`src/rtl/radar_evt_pkg.sv`:
```
// Shared types for the sweep target-event generator: FSM states, event codes, queue entry layout.
// Latency: n/a (declarations only).
// Backpressure: n/a.
package radar_evt_pkg;

  localparam int ADDR_W = 10;
  localparam int BEAR_W = 12;
  localparam int AMP_W  = 12;

  // Confirm FSM states
  typedef enum logic [2:0] {
    ST_IDLE    = 3'd0,
    ST_OFF     = 3'd1,
    ST_ON_CHK  = 3'd2,
    ST_ON      = 3'd3,
    ST_OFF_CHK = 3'd4
  } state_e;

  // Event type codes
  localparam logic EVT_START = 1'b0;
  localparam logic EVT_END   = 1'b1;

  // Queue entry {type, addr, bear, f2, f1}
  localparam int EVT_W        = 25;
  localparam int EVT_F1_OFF   = 0;
  localparam int EVT_F2_OFF   = 1;
  localparam int EVT_BEAR_OFF = 2;
  localparam int EVT_ADDR_OFF = 14;
  localparam int EVT_TYPE_OFF = 24;

  typedef struct packed {
    logic              typ;
    logic [ADDR_W-1:0] addr;
    logic [BEAR_W-1:0] bear;
    logic              f2;
    logic              f1;
  } evt_t;

endpackage

```
`src/rtl/target_event_gen_if.sv`:
```
// Sample-in / event-out bundle of the target event generator.
// Latency: n/a (wires only).
// Backpressure: none; the event side is strobe-only, overflow is reported on ovf.
interface target_event_gen_if;
  import radar_evt_pkg::*;

  // Sweep and sample side
  logic              sweep_start;
  logic [BEAR_W-1:0] bear_in;
  logic              f1_in;
  logic              f2_in;
  logic              smp_vld;
  logic [AMP_W-1:0]  smp_amp;
  logic [AMP_W-1:0]  man_door;
  logic [AMP_W-1:0]  auto_door;
  logic              nv_mti_door;

  // Event side
  logic [ADDR_W-1:0] addr;
  logic [BEAR_W-1:0] bear;
  logic              f1;
  logic              f2;
  logic              swd_done;
  logic              target_start;
  logic              target_end;
  logic              ovf;

  modport master (
    output sweep_start, bear_in, f1_in, f2_in, smp_vld, smp_amp,
           man_door, auto_door, nv_mti_door,
    input  addr, bear, f1, f2, swd_done, target_start, target_end, ovf
  );

  modport slave (
    input  sweep_start, bear_in, f1_in, f2_in, smp_vld, smp_amp,
           man_door, auto_door, nv_mti_door,
    output addr, bear, f1, f2, swd_done, target_start, target_end, ovf
  );

endinterface

```
`src/rtl/evt_queue.sv`:
```
// Small synchronous FIFO for confirmed target events (DEPTH power of 2, >= 2).
// Latency: a pushed entry is visible at the head on the cycle after the push edge.
// Backpressure: push while full is refused unless a pop happens on the same edge.
module evt_queue
  import radar_evt_pkg::*;
#(
  parameter int DEPTH = 4,
  parameter int W     = EVT_W
) (
  input  logic         clk_i,
  input  logic         rst_i,
  input  logic         push_i,
  input  logic [W-1:0] push_dat_i,
  input  logic         pop_i,
  output logic [W-1:0] pop_dat_o,
  output logic         full_o,
  output logic         empty_o
);

  localparam int            AW       = $clog2(DEPTH);
  localparam logic [AW-1:0] PTR_ONE  = AW'(1);
  localparam logic [AW:0]   CNT_ONE  = (AW+1)'(1);
  localparam logic [AW:0]   CNT_FULL = (AW+1)'(DEPTH);

  logic [W-1:0]  mem_q [DEPTH];
  logic [AW-1:0] wr_ptr_q;
  logic [AW-1:0] rd_ptr_q;
  logic [AW:0]   cnt_q;
  logic          do_push;
  logic          do_pop;

  assign empty_o   = (cnt_q == '0);
  assign full_o    = (cnt_q == CNT_FULL);
  assign do_pop    = pop_i && !empty_o;
  // A pop on the same edge frees the slot the push needs.
  assign do_push   = push_i && (!full_o || do_pop);
  assign pop_dat_o = mem_q[rd_ptr_q];

  // Pointer and occupancy tracking.
  always_ff @(posedge clk_i or posedge rst_i) begin
    if (rst_i) begin
      wr_ptr_q <= '0;
      rd_ptr_q <= '0;
      cnt_q    <= '0;
    end else begin
      if (do_push) wr_ptr_q <= wr_ptr_q + PTR_ONE;
      if (do_pop)  rd_ptr_q <= rd_ptr_q + PTR_ONE;
      case ({do_push, do_pop})
        2'b10:   cnt_q <= cnt_q + CNT_ONE;
        2'b01:   cnt_q <= cnt_q - CNT_ONE;
        default: cnt_q <= cnt_q;
      endcase
    end
  end

  // Entry storage; contents are don't-care while the slot is unoccupied.
  always_ff @(posedge clk_i) begin
    if (do_push) mem_q[wr_ptr_q] <= push_dat_i;
  end

endmodule

```
`src/rtl/target_event_gen.sv`:
```
// Confirms target leading/trailing edges along a sweep and emits tagged start/end strobes.
// Latency: confirming sample edge -> swd_done visible one cycle later (queue empty, gap expired).
// Backpressure: none upstream; events beyond the queue depth are dropped and flagged on sticky ovf.
module target_event_gen
  import radar_evt_pkg::*;
#(
  parameter int RANGE_BINS = 1024,
  parameter int MIN_HIT    = 3,
  parameter int MIN_MISS   = 2,
  parameter int EVQ_DEPTH  = 4,
  parameter int EVT_GAP    = 4    // 1..256
) (
  input logic               wrclk,
  input logic               reset,
  target_event_gen_if.slave bus
);

  localparam logic [ADDR_W-1:0] LAST_BIN   = ADDR_W'(RANGE_BINS - 1);
  localparam logic [ADDR_W-1:0] ADDR_ONE   = ADDR_W'(1);
  localparam logic [3:0]        MIN_HIT_C  = 4'(MIN_HIT);
  localparam logic [3:0]        MIN_MISS_C = 4'(MIN_MISS);
  localparam logic [7:0]        GAP_LOAD   = 8'(EVT_GAP - 1);

  // Confirm FSM and sweep context
  state_e            state_q, state_d, cur_st;
  logic [ADDR_W-1:0] rng_q, rng_d, cur_rng;
  logic [ADDR_W-1:0] st_q, st_d;
  logic [ADDR_W-1:0] last_q, last_d;
  logic [3:0]        cnt_q, cnt_d;
  logic [BEAR_W-1:0] bear_q, bear_d;
  logic              f1_q, f1_d;
  logic              f2_q, f2_d;
  logic              pend_q, pend_d;

  logic [AMP_W-1:0]  thr;
  logic              hit;

  // Event request from the FSM
  logic              ev_vld;
  logic              ev_type;
  logic [ADDR_W-1:0] ev_addr;

  // Queue side
  evt_t              push_evt;
  logic              push_vld;
  logic [EVT_W-1:0]  push_dat;
  logic [EVT_W-1:0]  pop_dat;
  logic              q_full;
  logic              q_empty;
  logic              pop;

  // Output registers
  logic [ADDR_W-1:0] addr_q;
  logic [BEAR_W-1:0] obear_q;
  logic              of1_q;
  logic              of2_q;
  logic              done_q;
  logic              tstart_q;
  logic              tend_q;
  logic              ovf_q;
  logic [7:0]        gap_q;

  assign thr = bus.nv_mti_door ? bus.auto_door : bus.man_door;
  assign hit = (bus.smp_amp >= thr);

  // FSM state register plus the sweep context it carries.
  always_ff @(posedge wrclk or posedge reset) begin
    if (reset) begin
      state_q <= ST_IDLE;
      rng_q   <= '0;
      st_q    <= '0;
      last_q  <= '0;
      cnt_q   <= '0;
      bear_q  <= '0;
      f1_q    <= 1'b0;
      f2_q    <= 1'b0;
      pend_q  <= 1'b0;
    end else begin
      state_q <= state_d;
      rng_q   <= rng_d;
      st_q    <= st_d;
      last_q  <= last_d;
      cnt_q   <= cnt_d;
      bear_q  <= bear_d;
      f1_q    <= f1_d;
      f2_q    <= f2_d;
      pend_q  <= pend_d;
    end
  end

  // Next state: sweep restart first, then the sample (bin 0 if restarting), then end-of-sweep flush.
  always_comb begin
    state_d = state_q;
    rng_d   = rng_q;
    cnt_d   = cnt_q;
    st_d    = st_q;
    last_d  = last_q;
    bear_d  = bear_q;
    f1_d    = f1_q;
    f2_d    = f2_q;
    pend_d  = 1'b0;
    ev_vld  = 1'b0;
    ev_type = EVT_START;
    ev_addr = '0;
    cur_st  = state_q;
    cur_rng = rng_q;

    // END deferred from a last bin that also confirmed a START.
    if (pend_q) begin
      ev_vld  = 1'b1;
      ev_type = EVT_END;
      ev_addr = last_q;
    end

    if (bus.sweep_start) begin
      // Close an open target with the old sweep's tags before relatching them.
      if (state_q == ST_ON || state_q == ST_OFF_CHK) begin
        ev_vld  = 1'b1;
        ev_type = EVT_END;
        ev_addr = last_q;
      end
      bear_d  = bus.bear_in;
      f1_d    = bus.f1_in;
      f2_d    = bus.f2_in;
      cur_st  = ST_OFF;
      cur_rng = '0;
      state_d = ST_OFF;
      rng_d   = '0;
    end

    if (bus.smp_vld && cur_st != ST_IDLE) begin
      rng_d = cur_rng + ADDR_ONE;
      case (cur_st)
        ST_OFF: begin
          if (hit) begin
            state_d = ST_ON_CHK;
            cnt_d   = 4'd1;
            st_d    = cur_rng;
          end
        end
        ST_ON_CHK: begin
          if (!hit) begin
            state_d = ST_OFF;
          end else if (cnt_q + 4'd1 == MIN_HIT_C) begin
            ev_vld  = 1'b1;
            ev_type = EVT_START;
            ev_addr = st_q;
            state_d = ST_ON;
            last_d  = cur_rng;
          end else begin
            cnt_d = cnt_q + 4'd1;
          end
        end
        ST_ON: begin
          if (hit) begin
            last_d = cur_rng;
          end else if (MIN_MISS_C == 4'd1) begin
            ev_vld  = 1'b1;
            ev_type = EVT_END;
            ev_addr = last_q;
            state_d = ST_OFF;
          end else begin
            state_d = ST_OFF_CHK;
            cnt_d   = 4'd1;
          end
        end
        ST_OFF_CHK: begin
          if (hit) begin
            state_d = ST_ON;
            last_d  = cur_rng;
          end else if (cnt_q + 4'd1 == MIN_MISS_C) begin
            ev_vld  = 1'b1;
            ev_type = EVT_END;
            ev_addr = last_q;
            state_d = ST_OFF;
          end else begin
            cnt_d = cnt_q + 4'd1;
          end
        end
        default: ;
      endcase

      // Last bin closes any open target; an unconfirmed start is discarded.
      if (cur_rng == LAST_BIN) begin
        if (state_d == ST_ON || state_d == ST_OFF_CHK) begin
          if (ev_vld) begin
            pend_d = 1'b1;
          end else begin
            ev_vld  = 1'b1;
            ev_type = EVT_END;
            ev_addr = last_d;
          end
        end
        state_d = ST_IDLE;
      end
    end
  end

  // Outputs of the FSM: queue entry assembly and the pop decision.
  always_comb begin
    push_evt      = '0;
    push_evt.typ  = ev_type;
    push_evt.addr = ev_addr;
    push_evt.bear = bear_q;
    push_evt.f2   = f2_q;
    push_evt.f1   = f1_q;
    push_vld      = ev_vld;
    push_dat      = push_evt;
    pop           = !q_empty && (gap_q == '0);
  end

  evt_queue #(
    .DEPTH (EVQ_DEPTH),
    .W     (EVT_W)
  ) u_evt_queue (
    .clk_i      (wrclk),
    .rst_i      (reset),
    .push_i     (push_vld),
    .push_dat_i (push_dat),
    .pop_i      (pop),
    .pop_dat_o  (pop_dat),
    .full_o     (q_full),
    .empty_o    (q_empty)
  );

  // Event emission: capture the head on pop, strobe for one cycle, then hold off for the gap.
  always_ff @(posedge wrclk or posedge reset) begin
    if (reset) begin
      addr_q   <= '0;
      obear_q  <= '0;
      of1_q    <= 1'b0;
      of2_q    <= 1'b0;
      done_q   <= 1'b0;
      tstart_q <= 1'b0;
      tend_q   <= 1'b0;
      gap_q    <= '0;
    end else if (pop) begin
      addr_q   <= pop_dat[EVT_ADDR_OFF +: ADDR_W];
      obear_q  <= pop_dat[EVT_BEAR_OFF +: BEAR_W];
      of1_q    <= pop_dat[EVT_F1_OFF];
      of2_q    <= pop_dat[EVT_F2_OFF];
      done_q   <= 1'b1;
      tstart_q <= (pop_dat[EVT_TYPE_OFF] == EVT_START);
      tend_q   <= (pop_dat[EVT_TYPE_OFF] == EVT_END);
      gap_q    <= GAP_LOAD;
    end else begin
      done_q   <= 1'b0;
      tstart_q <= 1'b0;
      tend_q   <= 1'b0;
      if (gap_q != '0) gap_q <= gap_q - 8'd1;
    end
  end

  // Sticky overflow: only a push that finds the queue full with no pop that edge is lost.
  always_ff @(posedge wrclk or posedge reset) begin
    if (reset) begin
      ovf_q <= 1'b0;
    end else if (push_vld && q_full && !pop) begin
      ovf_q <= 1'b1;
    end
  end

  assign bus.addr         = addr_q;
  assign bus.bear         = obear_q;
  assign bus.f1           = of1_q;
  assign bus.f2           = of2_q;
  assign bus.swd_done     = done_q;
  assign bus.target_start = tstart_q;
  assign bus.target_end   = tend_q;
  assign bus.ovf          = ovf_q;

endmodule

```
`src/flat_wrapper.sv`:
```
// flat-port wrapper written by rule: the top's interface ports become plain ports
module target_event_gen_flat import radar_evt_pkg::*;
#(
  parameter int RANGE_BINS = 1024,
  parameter int MIN_HIT    = 3,
  parameter int MIN_MISS   = 2,
  parameter int EVQ_DEPTH  = 4,
  parameter int EVT_GAP    = 4             
)
  (wrclk, reset, bus_sweep_start, bus_bear_in, bus_f1_in, bus_f2_in, bus_smp_vld, bus_smp_amp, bus_man_door, bus_auto_door, bus_nv_mti_door, bus_addr, bus_bear, bus_f1, bus_f2, bus_swd_done, bus_target_start, bus_target_end, bus_ovf);
  target_event_gen_if bus_i ();
  input logic wrclk;
  input logic reset;
  input wire logic [$bits(bus_i.sweep_start)-1:0] bus_sweep_start;
  input wire logic [$bits(bus_i.bear_in)-1:0] bus_bear_in;
  input wire logic [$bits(bus_i.f1_in)-1:0] bus_f1_in;
  input wire logic [$bits(bus_i.f2_in)-1:0] bus_f2_in;
  input wire logic [$bits(bus_i.smp_vld)-1:0] bus_smp_vld;
  input wire logic [$bits(bus_i.smp_amp)-1:0] bus_smp_amp;
  input wire logic [$bits(bus_i.man_door)-1:0] bus_man_door;
  input wire logic [$bits(bus_i.auto_door)-1:0] bus_auto_door;
  input wire logic [$bits(bus_i.nv_mti_door)-1:0] bus_nv_mti_door;
  output wire logic [$bits(bus_i.addr)-1:0] bus_addr;
  output wire logic [$bits(bus_i.bear)-1:0] bus_bear;
  output wire logic [$bits(bus_i.f1)-1:0] bus_f1;
  output wire logic [$bits(bus_i.f2)-1:0] bus_f2;
  output wire logic [$bits(bus_i.swd_done)-1:0] bus_swd_done;
  output wire logic [$bits(bus_i.target_start)-1:0] bus_target_start;
  output wire logic [$bits(bus_i.target_end)-1:0] bus_target_end;
  output wire logic [$bits(bus_i.ovf)-1:0] bus_ovf;
  assign bus_i.sweep_start = bus_sweep_start;
  assign bus_i.bear_in = bus_bear_in;
  assign bus_i.f1_in = bus_f1_in;
  assign bus_i.f2_in = bus_f2_in;
  assign bus_i.smp_vld = bus_smp_vld;
  assign bus_i.smp_amp = bus_smp_amp;
  assign bus_i.man_door = bus_man_door;
  assign bus_i.auto_door = bus_auto_door;
  assign bus_i.nv_mti_door = bus_nv_mti_door;
  assign bus_addr = bus_i.addr;
  assign bus_bear = bus_i.bear;
  assign bus_f1 = bus_i.f1;
  assign bus_f2 = bus_i.f2;
  assign bus_swd_done = bus_i.swd_done;
  assign bus_target_start = bus_i.target_start;
  assign bus_target_end = bus_i.target_end;
  assign bus_ovf = bus_i.ovf;
  target_event_gen #(.RANGE_BINS(RANGE_BINS), .MIN_HIT(MIN_HIT), .MIN_MISS(MIN_MISS), .EVQ_DEPTH(EVQ_DEPTH), .EVT_GAP(EVT_GAP)) u_core (.wrclk(wrclk), .reset(reset), .bus(bus_i));
endmodule
```
`config.mk`:
```
export PLATFORM = sky130hd
export DESIGN_NAME = target_event_gen_flat
export DESIGN_NICKNAME = d
export VERILOG_FILES = /design/src/rtl/radar_evt_pkg.sv /design/src/rtl/target_event_gen_if.sv /design/src/rtl/evt_queue.sv /design/src/rtl/target_event_gen.sv /design/src/flat_wrapper.sv
export SDC_FILE = /design/constraint.sdc
export NUM_CORES = 1
export LEC_CHECK = 0
export ABC_AREA = 1
export BUFFER_PORTS_ARGS = -buffer_cell sky130_fd_sc_hd__buf_2
export CORE_MARGIN = 1
export CORE_UTILIZATION = 45
export DETAILED_ROUTE_END_ITERATION = 7
export PLACE_DENSITY = 0.68
export SLEW_MARGIN = 20
export SYNTH_ARGS = -nofsm -noshare
export SYNTH_HDL_FRONTEND = slang
export SYNTH_SLANG_ARGS = --single-unit
```
`constraint.sdc`:
```
create_clock -name wrclk -period 3.75 [get_ports wrclk]
set_clock_uncertainty 0.05 [all_clocks]
set_input_delay 0.375 -clock wrclk [delete_from_list [all_inputs] [get_ports wrclk]]
set_output_delay 0.375 -clock wrclk [all_outputs]
set_load 0.05 [all_outputs]
```
; After elaboration in Yosys (flattened, before gate mapping)
; Memories as Yosys holds them, arrays and structs flattened.
; Index checks and enable logic that the tools add are counted.
[totals]
register_bits = 95
ram_bits = 100
word_cells = 141
mem_count = 1
[memory_table]
columns = name, words, width, rd, rd_ports_with_merged_regs, write_ports, line
row1 = u_core.u_evt_queue.mem_q, 4, 25, 1, 0, 1, evt_queue.sv:25  ; logic [W-1:0] mem_q [DEPTH];
[op_classes]
n_addsub = 7
magnitude_cmp = 1
n_eq_ne = 20
muxes = 68
bitwise = 1
n_reduce_logical = 22
[ops]
columns = operator, n
row1 = $mux 10, 16
row2 = $pmux 10 s2, 2
row3 = $mux 3, 10
row4 = $mux 1, 26
row5 = $mux 4, 6
row6 = $mux 8, 2
row7 = $pmux 4 s4, 1
row8 = $eq 3x2->1 const B, 4
row9 = $eq 3x3->1 const B, 4
row10 = $ge 12x12->1, 1
row11 = $mux 12, 1
row12 = $pmux 3 s4, 1
row13 = $add 10x1->10 const B, 1
row14 = $eq 10x10->1 const B, 1
row15 = $eq 4x2->1 const B, 2
row16 = $logic_not 8->1, 1
row17 = $ne 2x2->1 const B, 4
row18 = $reduce_and 8->1, 1
row19 = $reduce_bool 8->1, 1
row20 = $sub 8x1->8 const B, 1
row21 = $logic_and 1x1->1, 6
row22 = $pmux 3 s2, 1
row23 = $add 2x1->2 const B, 2
row24 = $add 4x1->4 const B, 1
row25 = 16 further kinds, 23

; Longest topological paths before layout
[depth]
word_depth = 14
mapped_depth = 21
ltp_nobuf = 21

; Cells and area by module
; Synthesis repeated with hierarchy kept, for this count alone.
[hier_totals]
hier_cells = 946
area_unflattened_um2 = 9073.7
[by_module_without_submodules]
columns = module, instances, cells_per_inst, area_each_um2, seq_area_each_um2
row1 = target_event_gen, 1, 648, 4921.0, 2202.1
row2 = evt_queue, 1, 298, 4152.7, 3178.0

; Worst setup path before layout
; OpenSTA, ideal clock, no wires.
[synth_path]
kind = input-to-reg
from = input bus_nv_mti_door
to = memory u_core.u_evt_queue.mem_q[0][0] (netlist bit) (enable)
t_arrival_ns = 3.370
t_required_ns = 3.293
slack_ns = -0.077
cell_stages = 16
n_path_buf = 1
cell_sequence = buf_1 > mux2i_1 > ha_1 > nand2_1 > inv_1 > nand2_1 > nand2_1 > a21oi_2 > nand2_4 > inv_2 > nand2_2 > nand3_2 > nand3_2 > nand2_2 > nand2_4 > nor2_1
[synth_via]
elab_chain_cells = 13
[synth_lines]
columns = element, line
row1 = start: declaration, flat_wrapper.sv:22  ; input wire logic [$bits(bus_i.nv_mti_door)-1:0] bus_nv_mti_door;
row2 = $mux 12 (*), target_event_gen.sv:63  ; assign thr = bus.nv_mti_door ? bus.auto_door : bus.man_door;
row3 = $ge 12x12->1 (*), target_event_gen.sv:64  ; assign hit = (bus.smp_amp >= thr);
row4 = $mux 3 (on tied branches), n/a
row5 = $pmux 3 s4, target_event_gen.sv:133  ; case (cur_st)
row6 = $mux 3, target_event_gen.sv:131  ; if (bus.smp_vld && cur_st != ST_IDLE) begin
row7 = $eq 3x2->1 / $eq 3x3->1 (equally long branches), target_event_gen.sv:185  ; if (state_d == ST_ON || state_d == ST_OFF_CHK) begin
row8 = $logic_or 1x1->1, target_event_gen.sv:185
row9 = $mux 1, target_event_gen.sv:185
row10 = $mux 1 (*), target_event_gen.sv:184  ; if (cur_rng == LAST_BIN) begin
row11 = $mux 1 (*), target_event_gen.sv:131
row12 = $logic_and 1x1->1 (*), evt_queue.sv:36  ; assign do_push = push_i && (!full_o || do_pop);
row13 = $mux 1 (*), evt_queue.sv:58  ; if (do_push) mem_q[wr_ptr_q] <= push_dat_i;
row14 = $mux 1 (not written as such) (*), evt_queue.sv:58
row15 = end: declaration, evt_queue.sv:25
; Every way passes the cells marked *; elsewhere a longest branch is shown, timed or not. The select of a mux whose other input is x is not followed.

; Final worst setup path
[layout_path]
from = input bus_nv_mti_door
to = memory u_core.u_evt_queue.mem_q[3][15] (netlist bit) (data pin)
[layout_via]
elab_chain_cells = 10
[layout_lines]
columns = element, line
row1 = $mux 12 (*), target_event_gen.sv:63
row2 = $ge 12x12->1 (*), target_event_gen.sv:64
row3 = $mux 3 (on tied branches), n/a
row4 = $pmux 3 s4, target_event_gen.sv:133
row5 = $mux 3, target_event_gen.sv:131
row6 = $eq 3x2->1 / $eq 3x3->1 (equally long branches), target_event_gen.sv:185
row7 = $logic_or 1x1->1, target_event_gen.sv:185
row8 = $mux 10, target_event_gen.sv:185
row9 = $mux 10 (*), target_event_gen.sv:184
row10 = $mux 10 (*), target_event_gen.sv:131
row11 = named net u_core.ev_addr[1], target_event_gen.sv:41  ; logic [ADDR_W-1:0] ev_addr;
; The timed path passes the listed nets; every way through them passes the cells marked *. The select of a mux whose other input is x is not followed.

==> flow_metrics.env <==
export IMPL_status="finished, final reports clean"
export IMPL_clock_latency_ns=0.43
export IMPL_hold_class="in2async"
export IMPL_timing_final_crit_share_pct=76.2
export IMPL_synth_top_family_by_area="simple AND/OR/NAND/NOR gates"
export IMPL_ir_worst_vdd_uv=430
export IMPL_max_clock_freq_ghz=0.350
export IMPL_nets=1059
export IMPL_syn_area_sq_mm=0.00898
export IMPL_dp_slack_ns=0.461
export IMPL_drtIter0Drc=394
export IMPL_relSlewSlack_pct=35.9
export IMPL_clk_pin_slew_ns=0.07
export IMPL_grt_usage_pct=18.8
export IMPL_critPathMaxFanout=12
export IMPL_slew_viol_final=0
export IMPL_cts_hold_buffers=0
export IMPL_syn_inst=904
export IMPL_post_cts_buffers=0
export IMPL_ant_nets=0
export IMPL_numCtsBuffers=17
export IMPL_crit_type="in2reg"
export IMPL_synth_adder_area_share_pct=3.15
export IMPL_synth_flop_cell="edfxtp_1"
export IMPL_yosys_mux_area_fraction_pct=1.35
export IMPL_grt_max_degree=76
export IMPL_power_density_mw_per_mm2=634
export IMPL_final_hold_violation_count=0
export IMPL_fp_dieW_microns=143
export IMPL_layout_common_cells="164 x nor2_1, 143 x nand2_1, 100 x edfxtp_1, 95 x dfrtp_1, 82 x buf_2"
export IMPL_drcViolationCount=0
export IMPL_final_common_cell="nor2_1"
export IMPL_setup_tns_final_ns=0
export IMPL_p_leak_uw=0.00435
export IMPL_cts_sinks=195
export IMPL_start_util_pct=46.0
export IMPL_synth_cell_types=49
export IMPL_cts_root_buf="clkbuf_16"
export IMPL_cp_common_cell="nand2_1"
export IMPL_synth_seq_cells=195
export IMPL_ff2ff_path_depth=11
export IMPL_reg2reg_slack_ns=1.02
export IMPL_rsz0062_at_grt="no"
export IMPL_core_area_sq_mm=0.0195
export IMPL_port_buffer_count=82
export IMPL_avgSynthCellArea_sq_um=9.94
export IMPL_dp_hpwl_microns=12000
export IMPL_reg2reg_from="u_core.cnt_q[0]"
export IMPL_antenna_cells=0
export IMPL_first_global_vias=6038
export IMPL_synth_edff_count=100
export IMPL_synth_xor_area_share_pct=1.84
export IMPL_setup_slack_ns=0.892
export IMPL_arrival_ns=2.95
export IMPL_totalWireLength_microns=18100
export IMPL_die_area_sq_mm=0.0205
export IMPL_fill_cells=1763
export IMPL_io_pin_count=83
export IMPL_finalSetupViolations=0
export IMPL_dr_pass1_iters=5
export IMPL_synth_simple_area_share_pct=18.5
export IMPL_min_period_ns=2.86
export IMPL_start_kind="primary input"
export IMPL_ys_warn_count=0
export IMPL_vias=6371
export IMPL_worst_slew_pin_slew_ns=0.961
export IMPL_drive_gt1_share_pct=17.5
export IMPL_max_stage_delay_ns=0.49
export IMPL_maxCapViolCount=0
export IMPL_rows=51
export IMPL_antenna_found_initial=0
export IMPL_r2r_end="u_core.u_evt_queue.mem_q[0][16]"
export IMPL_drt_wirelength_per_cell_microns=14.4
export IMPL_multi_input_area_sq_mm=0.00314
export IMPL_cp_required_ns=3.84
export IMPL_cts_tree="built"
export IMPL_ys_async_sr_fraction_pct=48.7
export IMPL_vias_per_cell=5.06
export IMPL_seq_area_sq_mm=0.00538
export IMPL_worstPathCellList="buf_2, mux2_2, ha_1, nand2_1, nand3_1, nand2_1, nand2_1, nand2_1, nand2_4, inv_2, a22oi_2, nor2_1, a21oi_1, o211ai_1, nand3_1, nand2_1"
export IMPL_htreeDepth=4
export IMPL_post_cts_resized=0
export IMPL_cp_slowest_cell="a22oi_2"
export IMPL_gr_total_overflow=0
export IMPL_die_h_microns=143
export IMPL_end_kind="flop"
export IMPL_clock_path_buffers=2
export IMPL_gp_congestion=0.859
export IMPL_synth_compound_area_share_pct=9.94
export IMPL_grt_pass1_wl_microns=29700
export IMPL_syn_to_final_growth_pct=14.1
export IMPL_ys_seq_area_share_pct=59.9
export IMPL_syn_nets=981
-- cell families (layout without fill, tap and decap cells) --
logic type / Yosys count / after routing
AOI/OAI and AO/OA: 156 / 156
xor gates and xnor gates: 18 / 18
adders and majority gates: 22 / 22
buffers and inverters: 118 / 209
DFF: 195 / 195
muxes: 12 / 12
and+or+nand+nor: 383 / 383
-- where the power goes --
part / leakage (uW) / switching [uW] / internal [uW]
Combinational: 0.00195 / 1390 / 547
Clock: 0.000280 / 846 / 886
Sequential: 0.00212 / 246 / 2580
-- synthesized netlist by cell type (6+ instances only) --
cell type | number | area, sq um
nor4_1 | 6 | 37.5
a31oi_1 | 25 | 156
edfxtp_1 | 100 | 3000
o211ai_1 | 11 | 82.6
dfrtp_1 | 95 | 2380
o21ai_0 | 76 | 380
ha_1 | 21 | 263
a21oi_1 | 27 | 135
inv_2 | 6 | 22.5
buf_2 | 7 | 35.0
clkbuf_1 | 26 | 97.6
nand3_1 | 27 | 135
inv_1 | 66 | 248
mux2i_1 | 11 | 110
xor2_1 | 14 | 123
nor2_1 | 168 | 631
clkinv_1 | 6 | 22.5
nand2_1 | 143 | 537
-- worst max path at each step --
stage / start / to / slack (ns)
after floorplan: bus_nv_mti_door / u_core.u_evt_queue.mem_q[0][0] / -0.08
after global placement: bus_nv_mti_door / u_core.u_evt_queue.mem_q[1][5] / 0.52
after detailed placement: bus_nv_mti_door / u_core.u_evt_queue.mem_q[0][18] / 0.46
after CTS: bus_nv_mti_door / u_core.u_evt_queue.mem_q[0][16] / 0.90
after global routing: bus_nv_mti_door / u_core.u_evt_queue.mem_q[1][15] / 0.68
final: bus_nv_mti_door / u_core.u_evt_queue.mem_q[3][15] / 0.89
-- through the flow --
step	util (%)	total power [uW]	instance area, sq um	hold slack [ns]	instances
after global placement	49.6	4790	9680	0.419	1228
after global routing	52.5	6900	10200	0.0688	1260
after floorplan	-	4320	8980	0.402	904
final	52.5	6500	10200	0.00421	1260
after CTS	52.5	6550	10200	0.0792	1260
after detailed placement	49.6	4830	9680	0.423	1228
-- per-layer routing --
metal / wire [microns] / global-route usage (%)
met1: 8370 / 25.1
met2: 8870 / 31.1
met3: 687 / 3.87
met4: 170 / 5.15
met5: 0 / 0
-- state kept, by name (all words and copies together), names as in the netlist, 8 cells and up --
register,flops
u_core.bear_q,12
u_core.bus.addr,10
u_core.bus.bear,12
u_core.gap_q,8
u_core.last_q,10
u_core.rng_q,10
u_core.st_q,10
u_core.u_evt_queue.mem_q,100
-- worst max-delay path, delay by kind of cell --
| kind | cells | cell delay (ns) |
|---|---|---|
| adder cells (fa/ha/maj) | 1 | 0.27 |
| buffers and inverters | 2 | 0.37 |
| multiplexers | 1 | 0.38 |
| AND/OR/NAND/NOR | 9 | 0.80 |
| AO/OA/AOI/OAI | 3 | 0.75 |
-- cell type report --
type | instances | share of cell area (%)
well taps | 265 | 3.24
clock buffers | 18 | 4.19
flip-flops and latches | 195 | 52.5
repair buffers | 97 | 5.10
multi-input cells | 591 | 30.6
clock inverters | 14 | 1.31
inverters | 80 | 3.03
(Power assumes the default switching activity.)
